## config.mk

```make
export PLATFORM = sky130hd
export DESIGN_NAME = crc24_attach
export DESIGN_NICKNAME = d
export VERILOG_FILES = /design/src/rtl/crc24_attach.sv
export SDC_FILE = /design/constraint.sdc
export NUM_CORES = 1
export LEC_CHECK = 0
export CELL_PAD_IN_SITES_DETAIL_PLACEMENT = 0
export CELL_PAD_IN_SITES_GLOBAL_PLACEMENT = 1
export CORE_AREA = 2 2 75 77
export CTS_CLUSTER_DIAMETER = 100
export DETAILED_ROUTE_END_ITERATION = 8
export DIE_AREA = 0 0 77 79
export PLACE_DENSITY_LB_ADDON = 0.1
export SLEW_MARGIN = 10
export SYNTH_ARGS = -nofsm -noshare
export SYNTH_HDL_FRONTEND = slang
export SYNTH_SLANG_ARGS = --single-unit
```

## constraint.sdc

```tcl
create_clock -name clk -period 2.6 [get_ports clk]
set_input_delay 0.52 -clock clk [delete_from_list [all_inputs] [get_ports clk]]
set_output_delay 0.52 -clock clk [all_outputs]
set_load 0.02 [all_outputs]
```

## src/rtl/crc24_attach.sv

```systemverilog
// crc24_attach
// Serial CRC24A attachment for 1056-bit (1032 payload) or 6144-bit
// (6120 payload) coded blocks. Payload bits are echoed one cycle after
// acceptance. The 24 CRC bits follow immediately, MSB first.
//
// Ports
//   clk          : clock, rising edge
//   reset        : synchronous, active-high
//   block_size   : 0 = 1032-bit payload, 1 = 6120-bit payload (sampled at blk_start)
//   blk_start    : frame request, honoured only in IDLE
//   in_valid     : in_data carries a payload bit
//   in_data      : payload bit, first-transmitted first
//   in_ready     : payload bit accepted when in_valid && in_ready
//   CRC_start    : pulse with the first output bit of a frame
//   CRC_data     : serial output (payload, then CRC); 0 when out_valid=0
//   out_valid    : CRC_data valid
//   CRC_END      : pulse with the last CRC bit
//   block_size_o : block_size latched at frame start
//   busy         : high whenever not IDLE
module crc24_attach (
    input  logic clk,
    input  logic reset,
    input  logic block_size,
    input  logic blk_start,
    input  logic in_valid,
    input  logic in_data,
    output logic in_ready,
    output logic CRC_start,
    output logic CRC_data,
    output logic out_valid,
    output logic CRC_END,
    output logic block_size_o,
    output logic busy
);

    typedef enum logic [1:0] {IDLE, DATA, PARITY, DONE} state_t;

    localparam logic [23:0] POLY = 24'h864CFB;

    state_t      state, state_nxt;
    logic [12:0] pay_cnt;
    logic [4:0]  par_cnt;
    logic [23:0] crc;
    logic        accept;
    logic        last_bit;
    logic        fb;

    assign accept   = (state == DATA) && in_valid;
    assign last_bit = block_size_o ? (pay_cnt == 13'd6119) : (pay_cnt == 13'd1031);
    assign fb       = crc[23] ^ in_data;
    assign in_ready = (state == DATA);
    assign busy     = (state != IDLE);

    always_comb begin
        state_nxt = state;
        case (state)
            IDLE:    if (blk_start) state_nxt = DATA;
            DATA:    if (accept && last_bit) state_nxt = PARITY;
            PARITY:  if (par_cnt == 5'd23) state_nxt = DONE;
            DONE:    state_nxt = IDLE;
            default: state_nxt = IDLE;
        endcase
    end

    // Outputs are registered, so the last payload bit is on the wire during
    // the first PARITY cycle and the last CRC bit during DONE; this keeps
    // payload and CRC contiguous with no idle slot between them.
    always_ff @(posedge clk) begin
        if (reset) begin
            state        <= IDLE;
            pay_cnt      <= '0;
            par_cnt      <= '0;
            crc          <= '0;
            block_size_o <= 1'b0;
            out_valid    <= 1'b0;
            CRC_data     <= 1'b0;
            CRC_start    <= 1'b0;
            CRC_END      <= 1'b0;
        end else begin
            state     <= state_nxt;
            out_valid <= 1'b0;
            CRC_data  <= 1'b0;
            CRC_start <= 1'b0;
            CRC_END   <= 1'b0;
            case (state)
                IDLE: begin
                    if (blk_start) begin
                        block_size_o <= block_size;
                        pay_cnt      <= '0;
                        par_cnt      <= '0;
                        crc          <= '0;
                    end
                end
                DATA: begin
                    if (accept) begin
                        pay_cnt   <= pay_cnt + 13'd1;
                        crc       <= {crc[22:0], 1'b0} ^ (fb ? POLY : '0);
                        out_valid <= 1'b1;
                        CRC_data  <= in_data;
                        CRC_start <= (pay_cnt == 13'd0);
                    end
                end
                PARITY: begin
                    // Shift the frozen remainder out MSB first.
                    out_valid <= 1'b1;
                    CRC_data  <= crc[23];
                    crc       <= {crc[22:0], 1'b0};
                    par_cnt   <= par_cnt + 5'd1;
                    CRC_END   <= (par_cnt == 5'd23);
                end
                DONE: begin
                end
                default: begin
                end
            endcase
        end
    end

endmodule

```

== Word level (Yosys, flattened, before mapping) ==
Index checks and enable logic that the tools add are counted.
Widths: inputs -> output; s select.
Word-level totals
  bits in registers: 49
  output and inout bits: 7
Operators by class
  $add $sub $neg: 2
  equal/unequal tests: 10
  muxes and demuxes: 18
  bitwise gates (word level): 5
  reductions and logical operators: 15
Operators with widths (count)
  $mux 24: 3
  $pmux 24 s3: 1
  $mux 13: 2
  $pmux 13 s2: 1
  $xor 24x24->24: 1
  $add 13x1->13 const B: 1
  $eq 13x11->1 const B: 1
  $eq 13x13->1 const B: 1
  $logic_not 13->1: 1
  $pmux 5 s2: 1
  $reduce_and 3->1: 3
  $pmux 2 s4: 1
  $mux 2: 3
  $reduce_bool 2->1: 3
  $add 5x1->5 const B: 1
  $eq 5x5->1 const B: 1
  $mux 5: 1
  $eq 2x2->1 const B: 2
  $ne 2x1->1 const B: 2
  $ne 2x2->1 const B: 2
  $pmux 1 s2: 2
  $reduce_and 2->1: 2
  $mux 1: 3
  $not 1->1: 3
  other kinds (7): 8

== Depth between registers and ports, before layout ==
Gate-level depths: netlist of run 1.
  depth in word-level cells: 5
  depth in mapped cells: 9

== Worst setup path before layout of run 1 ==
OpenSTA, ideal clock, no wires.
  path type: register to register
  from: register state[1]
  to: register pay_cnt[10]
  data arrival time: 2201 ps
  required time: 2530 ps
  path slack: 329 ps
  stages on the path, launching flop included: 9
  path buffers: 2
  clock period less this slack: 2271 ps
  cell sequence: dfxtp_1 > inv_1 > ha_1 > buf_6 > nor2b_4 > or4b_4 > buf_6 > or4_1 > a21oi_1
On the way
  longest elaborated chain between the ends: 4
Ends and longest elaborated chain
  start, declared: line 40  | state_t state, state_nxt;
  start signal, assigned: line 80  | state <= state_nxt;
  $eq 2x1->1 *
  net in_ready: line 27  | output logic in_ready,
  $logic_and 1x1->1: line 48  | assign accept = (state == DATA) && in_valid;
  $ne 2x1->1 (no line)
  $reduce_and 3->1 (no line)
  end signal, assigned: line 96  | pay_cnt <= pay_cnt + 13'd1;
  end, declared: line 41  | logic [12:0] pay_cnt;
The timed path passes the listed nets; every way through them passes the cells marked *.
A chain may end at the register's enable or synchronous reset.

== Worst setup path in the final report of run 1 ==
  from: register state[1]
  to: output port in_ready
On the way
  longest elaborated chain between the ends: 1
Ends and longest elaborated chain
  $eq 2x1->1: line 51  | assign in_ready = (state == DATA);
  end, declared: line 27
Every way passes these cells.

==> results of run 1 <==
[state kept, by name, summed over array words and instances (netlist names)]
signal	cells
CRC_END	1
block_size_o	1
CRC_start	1
pay_cnt	13
state	2
par_cnt	5
CRC_data	1
out_valid	1
crc	24
[routing by layer]
layer  part of all wire [%]  global-route usage [%]  vias up  wire [um]
li1                       -                       -      942          -
met1                     50                    21.5      867       2380
met2                     46                    27.9       17       2200
met3                    2.7                    3.52        8        131
met4                    1.9                    7.50        0         90
met5                      0                       0        -          0
[power by group through the flow]
stage | registers (mW) | clock network, mW | logic [mW]
after global routing | 0.833 | 0.538 | 0.806
after global placement | 0.843 | 0 | 0.740
final | 0.825 | 0.503 | 0.728
after floorplan | 0.844 | 0 | 0.529
after CTS | 0.825 | 0.519 | 0.729
after detailed placement | 0.843 | 0 | 0.726
[per-stage QoR]
stage          cells  hold slack [ns]  utilization [%]  total power [mW]  area [um^2]
6_report         335            0.500             48.7              2.06         2600
5_1_grt          335            0.528             48.7              2.18         2600
4_1_cts          335            0.503             48.7              2.07         2600
3_5_place_dp     327            0.477             46.8              1.57         2500
3_3_place_gp     327            0.464             46.8              1.58         2500
2_1_floorplan    250            0.450                -              1.37         2310
[layout make-up]
class                   instances  area [um^2]  area share [%]
repair buffers                 23          203            7.80
well taps                      72         90.1            3.47
multi-input cells             174         1190            45.8
clock inverters                 2         17.5           0.674
clock buffers                   6         82.6            3.18
inverters                       9         33.8            1.30
flip-flops and latches         49          981            37.8
[cell usage after synthesis, drive strengths merged, types with 3 or more instances]
cell | number | share of area, %
xor2 | 4 | 1.5
o21ai | 9 | 2.0
nor2 | 26 | 4.2
nor2b | 3 | 1.5
dfxtp | 49 | 42
o31ai | 7 | 2.3
o21a | 3 | 0.98
or3 | 4 | 1.1
ha | 7 | 3.8
nand4 | 6 | 1.6
or4 | 8 | 2.6
inv | 9 | 1.5
clkbuf | 10 | 1.6
buf | 7 | 2.5
a22oi | 11 | 3.6
nand2 | 10 | 1.6
nor4 | 4 | 1.1
a22o | 12 | 4.6
nand3 | 7 | 1.5
a21oi | 14 | 3.0
mux2i | 12 | 5.2
[logic make-up after synthesis]
group / synth area share [%]
AOI/OAI and AO/OA: 18.9
xor gates and xnor gates: 2.28
adders and majority gates: 3.79
buffers and inverters: 5.96
DFF: 42.5
muxes: 6.18
and+or+nand+nor: 20.4
[final timing paths]
kind,start,end,slack [ns]
worst max-delay path,state[1]$_SDFFE_PP0P_,in_ready,0.20
worst min register to register,crc[18]$_SDFFE_PP0P_,crc[18]$_SDFFE_PP0P_,0.50
worst min-delay path,crc[18]$_SDFFE_PP0P_,crc[18]$_SDFFE_PP0P_,0.50
worst max register to register,state[0]$_SDFFE_PP0P_,pay_cnt[12]$_SDFFE_PP0P_,0.35
==> impl_metrics.py, run 1 <==
metrics = {
    "synthesis": {
        "syn_nets": 263,
        "synthCells": 250,
        "synth-async-reset-ratio_pct": 0,
        "synth_area_um2": 2310,
        "synth_cell_type_count": 45,
        "synth_seq_area_share_pct": 42.5,
        "syn_avg_cell_area_um2": 9.23,
        "synth-seq-cells": 49,
        "ys_warn_count": 0,
        "synth-edff-count": 0,
        "synth_top_flop_cell": "dfxtp_1",
    },
    "floorplan": {
        "dieArea_um2": 6080,
        "dieWidth_um": 77,
        "initial_core_util_pct": 43.2,
        "io_pins": 13,
        "die_h_um": 79,
        "rows": 27,
        "core-area_um2": 5340,
    },
    "cells_and_area": {
        "layout_common_cells": "dfxtp_1, nor2_1, a21oi_1",
        "syn2layout_area_growth_pct": 12.5,
        "layout-drive-gt1-share_pct": 10.6,
        "fill_cells": 564,
        "n_antenna_cell": 0,
        "nets": 275,
        "final_common_cell": "dfxtp_1",
    },
    "detailed_routing": {
        "wire_per_inst_um": 14.3,
        "drtAntennaViolNets": 0,
        "via_per_inst": 5.47,
        "routed_wl_um": 4800,
        "first_pass_iters": 4,
        "vias": 1834,
        "remaining_drc_errors": 0,
        "drt_iter0_markers": 72,
    },
    "sta": {
        "finalCriticalPeriod_ns": 2.40,
        "setup_ws_ns": 0.198,
        "timing.fmax_ghz": 0.416,
        "slew_violations": 0,
        "rsz0062_at_grt": "no",
        "worstMarginPinSlew_ns": 0.497,
        "relSlewSlack_pct": 66.8,
        "finalSetupViolCount": 0,
        "post-route-period-util_pct": 92.4,
        "final-hold-violation-count": 0,
        "clock_skew_ns": 0.00773,
        "final.setup.tns_ns": 0,
    },
    "grt": {
        "first_global_vias": 1722,
        "grt_first_pass_wirelength_um": 8120,
        "antenna_found_initial": 0,
        "grt_usage_pct": 16.9,
        "overflow": 0,
        "grt_max_degree": 17,
    },
    "cts": {
        "root_buffer": "clkbuf_8",
        "cts_tree": "done",
        "cts_buffers": 5,
        "cts_setup_buffers": 0,
        "holdBufCountCts": 0,
        "clock_latency_ns": 0.32,
        "clk_pin_slew_ns": 0.09,
        "cts.path.max_buffers": 2,
        "ctsHtreeMaxLevel": 2,
        "cts_sinks": 49,
        "cts_resized": 0,
    },
    "power_and_ir_drop": {
        "leakagePower_nw": 0.906,
        "seq_power_share_pct": 40.1,
        "p_sw_share_pct": 36.2,
        "combPwrFrac_pct": 35.4,
        "p_sw_mw": 0.744,
        "internal_power_mw": 1.31,
        "p_per_area_nw_per_um2": 792,
        "pwr-share-clk_pct": 24.5,
        "peakVddDrop_mv": 0.342,
    },
    "setup_path": {
        "cp_num_cells": 4,
        "slowest_delay_ns": 0.62,
        "cp-end-kind": "primary output",
        "cp.buffers_inverters": 3,
        "worst-endpoint-arrival_ns": 1.88,
        "path_class": "reg -> out",
        "critPathMaxFanout": 13,
        "worstRegToRegCells": 6,
        "worstSetupStartpointType": "register",
        "crit_family": "buffers and inverters",
        "crit_chain": "inv_1 -> ha_1 -> buf_4 -> clkdlybuf4s50_1",
        "cpMaxStageDelayCell": "clkdlybuf4s50_1",
        "cp.required_ns": 2.08,
    },
    "placement": {
        "place_congestion": 0.804,
        "numPortBuffers": 12,
        "place_ws_ns": 0.128,
        "dp_hpwl_um": 3330,
    },
    "worst_hold_path": {
        "hold-path-cell-count": 1,
        "min_path_type": "reg -> reg",
    },
    "run_status": {
        "outcome": "completed",
    },
    "flow_run": {
        "cap_violations": 0,
    },
}
Power figures use the tool's default switching activity.
==> run 2: changes to the inputs <==
--- a/config.mk
+++ b/config.mk
@@ -5,6 +5,7 @@
 export SDC_FILE = /design/constraint.sdc
 export NUM_CORES = 1
 export LEC_CHECK = 0
+export CAP_MARGIN = 30
 export CELL_PAD_IN_SITES_DETAIL_PLACEMENT = 0
 export CELL_PAD_IN_SITES_GLOBAL_PLACEMENT = 1
 export CORE_AREA = 2 2 75 77
==> results of run 2 <==
Final layout, timing and power as in run 1 (identical DEF).
==> run 3: changes to the inputs <==
--- a/config.mk
+++ b/config.mk
@@ -5,13 +5,14 @@
 export SDC_FILE = /design/constraint.sdc
 export NUM_CORES = 1
 export LEC_CHECK = 0
+export ABC_CLOCK_PERIOD_IN_PS = 2600
 export CAP_MARGIN = 30
 export CELL_PAD_IN_SITES_DETAIL_PLACEMENT = 0
 export CELL_PAD_IN_SITES_GLOBAL_PLACEMENT = 1
-export CORE_AREA = 2 2 75 77
+export CORE_AREA = 2 2 86 68
 export CTS_CLUSTER_DIAMETER = 100
 export DETAILED_ROUTE_END_ITERATION = 8
-export DIE_AREA = 0 0 77 79
+export DIE_AREA = 0 0 88 70
 export PLACE_DENSITY_LB_ADDON = 0.1
 export SLEW_MARGIN = 10
 export SYNTH_ARGS = -nofsm -noshare
==> run 3 against run 2 <==
  * Sequential power hardly changed
  * Final area is 0.77% higher
  * Worst hold slack worse by 0.0081 ns
  * Non-clock buffer count is 1 lower
  * Global-route usage is 0.27 points lower
  * Combinational power is 2% higher
  * Wire length is 2.8% lower
  * Utilization is 0.51 points lower
  * Sequential share of layout area is 0.29 points lower
  * Critical path type unchanged
  * Critical endpoint unchanged
  * Highest routed layer unchanged
==> impl_metrics.py, run 3 (same netlist as run 1, synthesis figures left out) <==
metrics = {
    "run_status": {
        "outcome": "completed",
    },
    "floorplan": {
        "rows": 24,
        "dieWidth_um": 88,
        "dieArea_um2": 6160,
        "initial_core_util_pct": 42.5,
        "die_h_um": 70,
        "io_pins": 13,
        "core-area_um2": 5440,
    },
    "sta": {
        "rsz0062_at_grt": "no",
        "worstMarginPinSlew_ns": 0.536,
        "clock_skew_ns": 0.00501,
        "final.setup.tns_ns": 0,
        "timing.fmax_ghz": 0.407,
        "final-hold-violation-count": 0,
        "finalSetupViolCount": 0,
        "post-route-period-util_pct": 94.4,
        "slew_violations": 0,
        "relSlewSlack_pct": 64.2,
        "finalCriticalPeriod_ns": 2.46,
    },
    "setup_path": {
        "r2r_end": "pay_cnt[10]$_SDFFE_PP0P_",
        "crit_family": "buffers and inverters",
        "cp-end-kind": "primary output",
        "cp.required_ns": 2.08,
        "cpMaxStageDelayCell": "clkdlybuf4s50_1",
        "cp.buffers_inverters": 3,
        "crit_chain": "inv_1 -> ha_1 -> buf_4 -> clkdlybuf4s50_1",
        "worst-endpoint-arrival_ns": 1.94,
        "path_class": "reg -> out",
        "worstSetupStartpointType": "register",
        "worstRegToRegCells": 6,
        "critPathMaxFanout": 11,
        "timing.rr.start": "state[0]$_SDFFE_PP0P_",
        "rrSetupSlack_ns": 0.24,
        "slowest_delay_ns": 0.62,
    },
    "cts": {
        "clk_pin_slew_ns": 0.09,
        "cts_tree": "done",
        "clock_latency_ns": 0.30,
        "root_buffer": "clkbuf_8",
        "cts_sinks": 49,
        "cts_setup_buffers": 0,
        "ctsHtreeMaxLevel": 2,
        "holdBufCountCts": 0,
        "cts_buffers": 5,
        "cts.path.max_buffers": 2,
        "cts_resized": 0,
    },
    "grt": {
        "met3_usage_pct": 4.26,
        "grt_first_pass_wirelength_um": 7950,
        "grt_max_degree": 23,
        "antenna_found_initial": 0,
        "overflow": 0,
        "grt_use_met2_pct": 20.1,
        "grt_usage_pct": 16.6,
        "grt.busiest_layer": "met1",
        "first_global_vias": 1602,
        "met1_usage_pct": 27.7,
    },
    "detailed_routing": {
        "via_per_inst": 5.23,
        "vias": 1779,
        "first_pass_iters": 4,
        "routed_wl_um": 4670,
        "drtAntennaViolNets": 0,
        "drt_iter0_markers": 73,
        "wire_per_inst_um": 13.7,
        "remaining_drc_errors": 0,
    },
    "cells_and_area": {
        "nets": 274,
        "final_common_cell": "dfxtp_1",
        "syn2layout_area_growth_pct": 13.4,
        "fill_cells": 524,
        "regMostFlops": "crc",
        "post_layout_nonfiller_instances": 340,
        "largest_reg_flops": 24,
        "layout_common_cells": "dfxtp_1, nor2_1, a21oi_1",
        "layout-drive-gt1-share_pct": 10.3,
        "reg_top3": "crc x24, pay_cnt x13, par_cnt x5",
        "n_antenna_cell": 0,
    },
    "worst_hold_path": {
        "hold-path-cell-count": 1,
        "hold_path_end": "crc[18]$_SDFFE_PP0P_",
        "min_from": "crc[18]$_SDFFE_PP0P_",
        "min_path_type": "reg -> reg",
    },
    "power_and_ir_drop": {
        "peakVddDrop_mv": 0.447,
        "leakagePower_nw": 0.908,
        "power_mw": 2.13,
        "p_per_area_nw_per_um2": 812,
    },
    "placement": {
        "place_congestion": 0.766,
        "numPortBuffers": 12,
        "dp_hpwl_um": 3180,
        "dpl.cell_count": 332,
    },
    "flow_run": {
        "cap_violations": 0,
    },
}
[run 3: cell count changes in the layout (fill, tap and decap cells not counted), sizes merged]
| cell | change |
|---|---|
| buf | -1 |
| clkinvlp | +1 |
| clkinv | -1 |
| bufinv | +1 |
| inv | -1 |
[run 3: worst register-to-register path: cells and delay by family, from the launching register on]
family | cells | cell delay, ns
compound gates | 1 | 0.16
fa+ha+maj | 1 | 0.35
buf+inv | 1 | 0.09
flops | 1 | 0.37
simple gates | 3 | 1.33
[run 3: layout make-up]
| type | instances | area, um^2 | area share [%] |
|---|---|---|---|
| repair buffers | 22 | 195 | 7.46 |
| clock inverters | 2 | 37.5 | 1.43 |
| flip-flops and latches | 49 | 981 | 37.5 |
| multi-input cells | 174 | 1190 | 45.5 |
| inverters | 9 | 33.8 | 1.29 |
| clock buffers | 6 | 82.6 | 3.15 |
| well taps | 78 | 97.6 | 3.73 |
[run 3: report_power, final]
part,switching (mW),total [mW],internal [mW],leakage (nW)
sequential,0.0320,0.824,0.792,0.395
clock,0.248,0.561,0.313,0.0574
combinational,0.447,0.741,0.294,0.455
[run 3: metrics by stage]
stage	area [um^2]	util (%)	hold WS [ns]	setup WS [ns]
2_1_floorplan	2310	-	0.450	0.329
3_3_place_gp	2500	45.9	0.472	0.135
3_5_place_dp	2500	45.9	0.468	0.136
4_1_cts	2620	48.2	0.496	0.139
5_1_grt	2620	48.2	0.504	0.0413
6_report	2620	48.2	0.492	0.145
[run 3: how the worst max path moves through the flow]
| stage | startpoint | endpoint | slack [ns] | cells after the start |
|---|---|---|---|---|
| 3_5_place_dp | blk_start | pay_cnt[12]$_SDFFE_PP0P_ | 0.14 | 5 |
| 3_3_place_gp | blk_start | pay_cnt[12]$_SDFFE_PP0P_ | 0.13 | 5 |
| 2_1_floorplan | state[1]$_SDFFE_PP0P_ | pay_cnt[10]$_SDFFE_PP0P_ | 0.33 | 8 |
| 6_report | state[1]$_SDFFE_PP0P_ | in_ready | 0.14 | 4 |
| 5_1_grt | state[1]$_SDFFE_PP0P_ | in_ready | 0.04 | 4 |
| 4_1_cts | state[1]$_SDFFE_PP0P_ | in_ready | 0.14 | 4 |
[run 3: routing by layer]
metal	up-vias	part of all wire, %
met5	-	0
met4	0	0.84
met3	4	2.7
met2	23	38
met1	810	58
li1	942	-
